`src/rtl/regfile_sequencer.sv`:
```
// Instruction sequencer for the 8-entry register file: accepts one instruction over valid/ready,
// decodes it and steps the regfile port and datapath strobes through a registered-output Moore FSM.
module regfile_sequencer #(
  parameter int unsigned data_width = 16
) (
  input  logic                  clk,
  input  logic                  reset,
  input  logic                  instr_valid,
  output logic                  instr_ready,
  input  logic [15:0]           instr,
  output logic [2:0]            readnum,
  output logic [2:0]            writenum,
  output logic                  write,
  output logic                  loada,
  output logic                  loadb,
  output logic                  loadc,
  output logic                  loads,
  output logic                  asel,
  output logic [1:0]            vsel,
  output logic [1:0]            shift,
  output logic [1:0]            aluop,
  output logic [data_width-1:0] sximm8,
  output logic                  done,
  output logic                  illegal
);

  typedef enum logic [2:0] {
    StWait, StDecode, StGetA, StGetB, StExec, StWriteReg, StWriteImm
  } state_e;

  typedef enum logic [2:0] {
    OpMovImm, OpMovReg, OpAdd, OpCmp, OpAnd, OpMvn, OpIllegal
  } op_e;

  function automatic op_e decode(input logic [4:0] key);
    case (key)
      5'b110_10: return OpMovImm;
      5'b110_00: return OpMovReg;
      5'b101_00: return OpAdd;
      5'b101_01: return OpCmp;
      5'b101_10: return OpAnd;
      5'b101_11: return OpMvn;
      default:   return OpIllegal;
    endcase
  endfunction

  state_e      state_q, state_d;
  logic [15:0] ir_q, ir_d;
  op_e         op_q, op_d;

  logic [2:0]  readnum_d, writenum_d;
  logic [1:0]  vsel_d, shift_d, aluop_d;
  logic        write_d, loada_d, loadb_d, loadc_d, loads_d, asel_d, done_d, illegal_d;

  assign op_q   = decode(ir_q[15:11]);
  assign op_d   = decode(ir_d[15:11]);
  assign sximm8 = {{(data_width-8){ir_q[7]}}, ir_q[7:0]};

  // Next state, then the outputs of that next state so every strobe leaves a flop.
  always_comb begin
    state_d = state_q;
    ir_d    = ir_q;
    unique case (state_q)
      StWait: begin
        if (instr_valid) begin
          ir_d    = instr;
          state_d = StDecode;
        end
      end
      StDecode: begin
        unique case (op_q)
          OpMovImm:              state_d = StWriteImm;
          OpAdd, OpCmp, OpAnd:   state_d = StGetA;
          OpMovReg, OpMvn:       state_d = StGetB;
          default:               state_d = StWait;
        endcase
      end
      StGetA:     state_d = StGetB;
      StGetB:     state_d = StExec;
      StExec:     state_d = (op_q == OpCmp) ? StWait : StWriteReg;
      default:    state_d = StWait;
    endcase

    readnum_d  = 3'd0;
    writenum_d = 3'd0;
    vsel_d     = 2'b00;
    shift_d    = 2'b00;
    aluop_d    = 2'b00;
    write_d    = 1'b0;
    loada_d    = 1'b0;
    loadb_d    = 1'b0;
    loadc_d    = 1'b0;
    loads_d    = 1'b0;
    asel_d     = 1'b0;
    done_d     = 1'b0;
    illegal_d  = 1'b0;
    unique case (state_d)
      StDecode: illegal_d = (op_d == OpIllegal);
      StGetA: begin
        readnum_d = ir_d[10:8];
        loada_d   = 1'b1;
      end
      StGetB: begin
        readnum_d = ir_d[2:0];
        loadb_d   = 1'b1;
      end
      StExec: begin
        loadc_d = 1'b1;
        shift_d = ir_d[4:3];
        aluop_d = (op_d == OpMovReg) ? 2'b00 : ir_d[12:11];
        asel_d  = (op_d == OpMovReg);
        loads_d = (op_d == OpCmp);
        done_d  = (op_d == OpCmp);
      end
      StWriteReg: begin
        writenum_d = ir_d[7:5];
        write_d    = 1'b1;
        done_d     = 1'b1;
      end
      StWriteImm: begin
        writenum_d = ir_d[10:8];
        write_d    = 1'b1;
        vsel_d     = 2'b10;
        done_d     = 1'b1;
      end
      default: ;
    endcase
  end

  always_ff @(posedge clk) begin
    if (reset) begin
      state_q     <= StWait;
      ir_q        <= 16'd0;
      instr_ready <= 1'b1;
      readnum     <= 3'd0;
      writenum    <= 3'd0;
      vsel        <= 2'b00;
      shift       <= 2'b00;
      aluop       <= 2'b00;
      write       <= 1'b0;
      loada       <= 1'b0;
      loadb       <= 1'b0;
      loadc       <= 1'b0;
      loads       <= 1'b0;
      asel        <= 1'b0;
      done        <= 1'b0;
      illegal     <= 1'b0;
    end else begin
      state_q     <= state_d;
      ir_q        <= ir_d;
      instr_ready <= (state_d == StWait);
      readnum     <= readnum_d;
      writenum    <= writenum_d;
      vsel        <= vsel_d;
      shift       <= shift_d;
      aluop       <= aluop_d;
      write       <= write_d;
      loada       <= loada_d;
      loadb       <= loadb_d;
      loadc       <= loadc_d;
      loads       <= loads_d;
      asel        <= asel_d;
      done        <= done_d;
      illegal     <= illegal_d;
    end
  end

endmodule

```
`config.mk`:
```
export PLATFORM = sky130hd
export DESIGN_NAME = regfile_sequencer
export DESIGN_NICKNAME = d
export VERILOG_FILES = /design/src/rtl/regfile_sequencer.sv
export SDC_FILE = /design/constraint.sdc
export NUM_CORES = 1
export LEC_CHECK = 0
export CORE_MARGIN = 5
export CORE_UTILIZATION = 48
export DETAILED_ROUTE_END_ITERATION = 12
export GPL_ROUTABILITY_DRIVEN = 0
export HOLD_SLACK_MARGIN = 0.03
export PLACE_DENSITY_LB_ADDON = 0.12
export RECOVER_POWER = 50
export SYNTH_ARGS = -nofsm -noshare
export SYNTH_HDL_FRONTEND = slang
export SYNTH_SLANG_ARGS = --single-unit
```
`constraint.sdc`:
```
create_clock -name clk -period 3.3 [get_ports clk]
set_clock_uncertainty 0.2 [all_clocks]
set_input_delay 0.66 -clock clk [delete_from_list [all_inputs] [get_ports clk]]
set_output_delay 0.66 -clock clk [all_outputs]
set_load 0.005 [all_outputs]
```
==> results.yml <==
hold_path:
  min_path_type: "reg2reg"
  hold_path_startpoint: "ir_q[3]"
  min_delay_worst_endpoint: "ir_q[3]"
  hold_depth: 2
floorplanning:
  fp-row-count: 21
  start_util: 0.494
  io_pins: 56
  die_w_um: 68.3
  fp.coreArea_sq_um: 3310
  die-area_sq_um: 4670
  die_h_um: 68.3
routing:
  ant_nets: 0
  drc_errors: 0
  drt_iter0_markers: 60
  wl_met1_mm: 1.49
  highest_layer: "met4"
  vias: 1297
  wl_mm: 3.51
  viasPerCell: 4.95
  wl_met2_mm: 1.67
  wl_met3_um: 278
  route.detailed.wl_per_inst_um: 13.4
  drt_first_pass_iters: 4
placed_design:
  dp_hpwl_mm: 2.65
  io_buffers: 54
  place_ws_ps: 544
  dp_cells: 254
  placed_area_sq_um: 2070
pwr:
  vdd_ir_drop_max_mv: 0.231
  cellPowerDensity_nw_per_um2: 398
  leakage_nw: 0.865
clock_tree:
  cts_buffer_depth: 2
  post_cts_resized: 0
  cts_buffers: 5
  cts_max_level: 2
  cts_root_buffer: "clkbuf_4"
  cts_tree: "yes"
  clk_latency_ps: 340
  cts.clk_slew.worst_paths_ps: 100
  cts_setup_buffers: 0
  clkSinkCount: 39
  cts_hold_buf: 0
timing:
  post-route-period-util: 0.753
  fin_setup_tns_ps: 0
  slew_viol_final: 0
  relSlewSlack: 0.575
  fin_crit_ps: 2480
  max_freq_mhz: 403
  finalSetupViolations: 0
  setup_slack_ps: 816
  hold_viol_final: 0
  holdWs_ps: 277
  worstMarginPinSlew_ps: 637
  rsz0062_at_grt: "false"
setup_path:
  crit_required_ps: 3330
  r2r_end: "illegal"
  cp_max_fo: 10
  reg2regPathDepth: 5
  reg2reg_from: "state_q[0]"
  arrival_ps: 2520
  rrSetupSlack_ps: 1230
  cp-start-kind: "primary input"
  end_kind: "flip-flop"
  worstSetupPathType: "in2reg"
final_layout:
  diodes: 0
  drive_gt1_frac: 0.0880
  stdcell_count: 262
  nets: 234
  syn_to_final_growth_pct: 28.3
  final_cell_area_sq_um: 2100
yosys:
  synthTopCellsByArea: "dfxtp_1 48%, buf_4 8.3%, nand2_1 7.4%, a21oi_1 4.9%, a22o_1 3.2%"
  yosysTopAreaCell: "dfxtp_1"
  yosysWarnings: 0
  synthCells: 175
  seq_area_frac_synth: 0.478
  syn-num-nets: 194
  synth_ff_type: "dfxtp_1"
  ys_ff_latch: 39
  avgSynthCellArea_sq_um: 9.34
  synth_cell_types: 42
  yosys-top-cells-count: "39 x dfxtp_1, 32 x nand2_1, 18 x buf_4, 16 x a21oi_1, 9 x nor2_1"
  synth_top_area_frac: 0.478
  syn_area_sq_um: 1630
  postSynth.asyncResetShare: 0
  yosysMostFrequentCell: "dfxtp_1"
  synth_edf_count: 0
global_route:
  grt_pass1_wl_mm: 5.62
  antenna_found_initial: 0
  grt_max_degree: 24
  globalRouteOverflowTotal: 0
  first_global_vias: 1269
  grt_usage: 0.162
run:
  cap_violations: 0
status:
  outcome: "complete, no violations"
how the worst max path moves through the flow:
stage	start	end	cells past startpoint
after floorplan	instr_valid	writenum[2]	6
after global placement	instr_valid	writenum[2]	5
after detailed placement	instr_valid	writenum[2]	5
after CTS	instr_valid	writenum[2]	5
after global routing	instr_valid	illegal	6
final	instr_valid	illegal	6
cells in the final DEF, fill, tap and decap left out, types with 2 or more instances in the layout:
| cell | netlist | final |
|---|---|---|
| a31oi_1 | 2 | 2 |
| and3_1 | 3 | 3 |
| o31a_1 | 2 | 2 |
| nor2_1 | 9 | 9 |
| a22o_1 | 6 | 6 |
| nor2b_1 | 6 | 6 |
| a21oi_1 | 16 | 16 |
| nor3_1 | 2 | 2 |
| clkbuf_1 | 1 | 3 |
| nand2_1 | 32 | 32 |
| and2_1 | 3 | 2 |
| nand2_2 | 3 | 3 |
| clkdlybuf4s50_1 | 0 | 29 |
| buf_4 | 18 | 2 |
| a21oi_2 | 2 | 2 |
| nor3b_1 | 2 | 2 |
| dlygate4sd3_1 | 0 | 25 |
| dfxtp_1 | 39 | 39 |
| inv_1 | 3 | 3 |
| clkbuf_4 | 1 | 5 |
registers in the layout, summed over array words and instances (netlist names), 2 cells and up:
signal / cells
readnum: 3
shift: 2
writenum: 3
state_q: 3
ir_q: 16
aluop: 2
cells by family after synthesis:
| group | after synthesis | share of synthesized area |
|---|---|---|
| flops | 39 | 0.478 |
| simple gates | 71 | 0.241 |
| compound gates | 37 | 0.156 |
| other cells | 1 | 0.00229 |
| buf+inv | 27 | 0.123 |
per-stage QoR:
stage               total power [mW]  utilization
finish                         0.834        0.633
global route                   0.874        0.633
CTS                            0.845        0.639
detailed placement             0.619        0.624
global placement               0.616        0.624
floorplan                      0.577            -
area by class of cell:
type | count | area (sq um)
clock buffers | 7 | 45.0
clock inverters | 1 | 5.00
fillers | 293 | 1210
inverters | 3 | 11.3
multi-input cells | 109 | 638
flip-flops and latches | 39 | 781
well taps | 46 | 57.6
repair buffers | 57 | 559
per-layer routing:
layer  global-route usage  vias up
met3               0.0476        7
met1                0.180      591
met4               0.0893        0
met2                0.277       46
li1                     -      653
met5                    0        -
where the power goes:
part	internal [mW]	switching, mW	leakage (nW)	total, mW
registers	0.485	0.0114	0.317	0.497
logic	0.0577	0.0493	0.518	0.107
clock network	0.0831	0.147	0.0293	0.231
worst max-delay path: stages:
cell           delay, ps
dlygate4sd3_1        560
nor4b_1              430
clkbuf_1             450
nand2_1              160
o221ai_2             200
nor3_2                50
Power figures use the tool's default switching activity.
==> RTL edit 1 (same flow settings) <==
Make the reset (`reset`) asynchronous in one clocked block.
--- a/src/rtl/regfile_sequencer.sv
+++ b/src/rtl/regfile_sequencer.sv
@@ -127,7 +127,7 @@
     endcase
   end
 
-  always_ff @(posedge clk) begin
+  always_ff @(posedge clk or posedge reset) begin
     if (reset) begin
       state_q     <= StWait;
       ir_q        <= 16'd0;
Formal check against the unedited RTL: differs if reset is asserted again (counterexample within 4 cycles, from zero or initial values and one cycle with reset high); with reset held inactive, the same outputs for 10 cycles.
==> RTL edit 1 against the unedited design <==
Sequential cell count stayed put. Count of clock-buffer cells in the layout unchanged. Area after synthesis grew 5.0%. Design area increased by 6.4%. Non-clock buffer count fell by 1. Via count fell by 13%. Worst setup slack improved by 1.3 ps. First-iteration DRC count decreased by 32%. Routed wire length shrank 6.6%. Register-to-register slack got worse by 100 ps. Critical path type unchanged.
Power is not compared: it rests on default switching activity, and its combinational part moved more than twofold at a synthesized area within 25%.
==> RTL edit 1: results (changes against the unedited design) <==
| Metric | Value |
|---|---|
| Gr usage total | `0.144 (-0.0181)` |
| Root buffer cell | `clkbuf_4` |
| CP max-delay cell | `dlygate4sd3_1` |
| Placement Setup Slack | `533 ps (-11.0 ps)` |
| Layout Nets | `205 (-12%)` |
| DR vias/cell | `4.87 (-1.7%)` |
| Sequential area share after synthesis | `0.570 (+0.0919)` |
| CP peak stage delay | `570 ps` |
| Post-synth net total | `163 (-16%)` |
| Async SR Flop Fraction | `1.00 (+1.00)` |
| I/O Buffers | `54 (unchanged)` |
| CP max FO | `14 (+4)` |
| Worst min path class | `register to register` |
| Netlist cell types | `33 (-21%)` |
| Layout cells sized above 1 | `0.112 (+0.0243)` |
| DRT Wirelength | `3280 µm (-6.6%)` |
| Largest net degree at the start of global routing | `40 (+67%)` |
| CTS buffer count | `5 (unchanged)` |
| Largest Register | `ir_q` |
| Post-detail-place hpwl | `2490 µm (-6.1%)` |
| Clk_lat worst skew | `340 ps (about the same)` |
| Leakage Power | `1.04 nW` |
| Vias in the first global route | `1151 (-9.3%)` |
| Number of DRC markers in iteration 0 | `41 (-32%)` |
| First-pass GRT wire length | `5590 µm (-0.60%)` |
| Top post-synthesis cells by area | `dfrtp_1, buf_4, mux2i_1, mux2_2, inv_1` |
| Worst EP arrival | `2490 ps (-30 ps)` |
| Max reg flops | `16 (unchanged)` |
| Status | `finished, final reports clean` |
| Most frequent cells after synthesis | `dfrtp_1, buf_4, inv_1, mux2i_1` |
| Worst path top cell family by delay | `buffers and inverters` |
-- RTL edit 1: cell count changes after synthesis, sizes merged, moves of 6 or more --
| cell | delta |
|---|---|
| o21ai | +7 |
| a21oi | -16 |
| a22o | -6 |
| mux2i | +10 |
| dfrtp | +38 |
| dfxtp | -39 |
| inv | +11 |
| mux2 | +8 |
| nand2 | -28 |
-- RTL edit 1: tightest hold or removal path, stage by stage (launching register included) --
cell     delay, ps
dfrtp_1        340
mux2i_1         90
inv_1           60
-- RTL edit 1: where the power goes --
group	switching (mW)	total [mW]	internal, mW
Sequential	0.147	0.800	0.653
Combinational	0.330	0.811	0.481
Clock	0.145	0.248	0.103
Total	0.623	1.86	1.24
-- RTL edit 1: cell families after synthesis --
kind of cell | count (synthesis) | share of synthesized area
AOI/OAI and AO/OA | 17 | 0.0598
other | 1 | 0.00219
buffers and inverters | 35 | 0.123
and+or+nand+nor | 34 | 0.135
muxes | 18 | 0.111
DFF | 39 | 0.570
-- RTL edit 1: routing by layer --
metal / up-vias / part of all wire / GRT usage
li1: 550 / - / -
met1: 543 / 0.45 / 0.183
met2: 34 / 0.47 / 0.219
met3: 7 / 0.064 / 0.0623
met4: 0 / 0.015 / 0.0511
met5: - / 0 / 0
-- RTL edit 1: cell type report --
class / count / area [µm²]
flip-flops and latches: 39 / 977
repair buffers: 56 / 556
clock inverters: 1 / 5.00
well taps: 46 / 57.6
multi-input cells: 70 / 528
fillers: 274 / 1160
inverters: 14 / 52.6
clock buffers: 7 / 55.1
-- RTL edit 1: final timing paths --
| path | startpoint | end | slack (ps) | depth (start not counted) |
|---|---|---|---|---|
| max | instr_valid | writenum[2] | 820 | 6 |
| min | ir_q[9] | ir_q[9] | 310 | 2 |
| max reg2reg | state_q[2] | writenum[2] | 1130 | 5 |
| min reg2reg | ir_q[9] | ir_q[9] | 310 | 2 |
| max in group asynchronous | reset | instr_ready | 1890 | 3 |
| min in group asynchronous | reset | ir_q[3] | 660 | 3 |
-- RTL edit 1: metrics by stage --
step	cells	power, mW	cell area (µm²)
4_1_cts	233	1.89	2230
3_3_place_gp	225	1.62	2170
2_1_floorplan	144	1.36	1720
6_report	233	1.86	2230
3_5_place_dp	225	1.64	2170
5_1_grt	233	2.00	2230
==> RTL edit 2 (config.mk and constraints unchanged) <==
Without the edit above. `data_width`: 16 -> 12.
--- a/src/rtl/regfile_sequencer.sv
+++ b/src/rtl/regfile_sequencer.sv
@@ -1,7 +1,7 @@
 // Instruction sequencer for the 8-entry register file: accepts one instruction over valid/ready,
 // decodes it and steps the regfile port and datapath strobes through a registered-output Moore FSM.
 module regfile_sequencer #(
-  parameter int unsigned data_width = 16
+  parameter int unsigned data_width = 12
 ) (
   input  logic                  clk,
   input  logic                  reset,
Interface: changed (resized sximm8); port bits go from 56 to 52. The function was not compared with the original's and may differ.
==> RTL edit 2 against the unedited design <==
Sequential cell count unchanged. Worst setup slack got worse by 14 ps. Non-clock buffer count decreased by 5. Design area increased by 0.36%. Routed wire length increased by 2.3%. Core utilization increased by 0.74 points. Area after synthesis decreased by 1.8%. Total power increased by 12%. Largest cell class unchanged.
==> RTL edit 2: results (changes against the unedited design) <==
| Metric | Value |
|---|---|
| Syn Area/Cell | `9.38 µm² (+0.46%)` |
| Met2 Use GR | `0.283 (+0.00634)` |
| DR WL met2 | `1750 µm (+5.0%)` |
| Layout cells sized above 1 | `0.104 (+0.0163)` |
| CP max-delay cell | `or4b_1` |
| I/O Buffers | `50 (-7.4%)` |
| Leakage Power | `0.877 nW (+1.4%)` |
| Post-detail-place hpwl | `2680 µm (+1.2%)` |
| Status | `finished, final reports clean` |
| WL met3 | `275 µm (-1.1%)` |
| Worst EP arrival | `2550 ps (+30 ps)` |
| Fin Hold WS | `285 ps (+8.38 ps)` |
| Worst R2R Setup Slack | `1190 ps (-40 ps)` |
| Gr usage total | `0.162 (about the same)` |
| Max IR drop VDD | `265 µV (+15%)` |
| M1 WL | `1520 µm (+1.9%)` |
| Number of DRC markers in iteration 0 | `51 (-15%)` |
| Fin crit period | `2500 ps (+13.9 ps)` |
| Worst path top cell family by delay | `simple AND/OR/NAND/NOR gates` |
| Layout Nets | `229 (-2.1%)` |
| Placed Instances | `249 (-2.0%)` |
| Most frequent cells after synthesis | `dfxtp_1, nand2_1, a21oi_1, buf_4, nor2_1` |
| Vias post-DR | `1311 (+1.1%)` |
| H-tree Lvls | `2 (unchanged)` |
| Routed length per instance | `14.0 µm (+4.3%)` |
| Met1 GRT Util | `0.188 (+0.00786)` |
| Sequential area share after synthesis | `0.487 (+0.00894)` |
| Post-synth net total | `190 (-2.1%)` |
| Vias in the first global route | `1264 (-0.39%)` |
| Worst slew pin tran | `633 ps (-4.19 ps)` |
| First-pass GRT wire length | `5580 µm (-0.85%)` |
| Top post-synthesis cells by area | `dfxtp_1, nand2_1, buf_4, a21oi_1, a22o_1` |
| CP max FO | `17 (+7)` |
| Cell Count, Final, Fillers Out | `257 (-1.9%)` |
| CTS buffer count | `5 (unchanged)` |
| Placed Area | `2020 µm² (-2.3%)` |
| Global routing usage on met3 | `0.0566 (+0.00895)` |
| Async SR Flop Fraction | `0 (unchanged)` |
| Antenna violations before repair | `0 (unchanged)` |
| Pre-antenna DRT Iters | `4 (unchanged)` |
| Placement Setup Slack | `510 ps (-33.4 ps)` |
| CP peak stage delay | `780 ps (+220 ps)` |
## RTL edit 2: cell families after synthesis
family          Yosys count  share of synthesized area
compound gates           37                      0.159
buf+inv                  23                      0.106
flops                    39                      0.487
other cells               1                    0.00234
simple gates             71                      0.246
## RTL edit 2: cell type report
class,count,area [µm²]
timing repair buffer,52,515
fill,295,1180
multi-input combinational,109,653
sequential,39,781
tap,46,57.6
clock inverter,2,35.0
inverter,3,11.3
clock buffer,6,51.3
## RTL edit 2: path summary, 6_finish.rpt
path                             startpoint           to  cells after the start
worst max register to register   state_q[0]  writenum[2]                      4
worst min-delay path                ir_q[4]      ir_q[4]                      2
worst min register to register      ir_q[4]      ir_q[4]                      2
worst max-delay path            instr_valid  writenum[2]                      5
## RTL edit 2: report_power, final
group | total [mW] | leakage [nW] | internal, mW | switching (mW)
clock | 0.333 | 0.0482 | 0.179 | 0.154
combinational | 0.102 | 0.511 | 0.0540 | 0.0479
sequential | 0.496 | 0.317 | 0.485 | 0.0110
total | 0.932 | 0.877 | 0.718 | 0.213
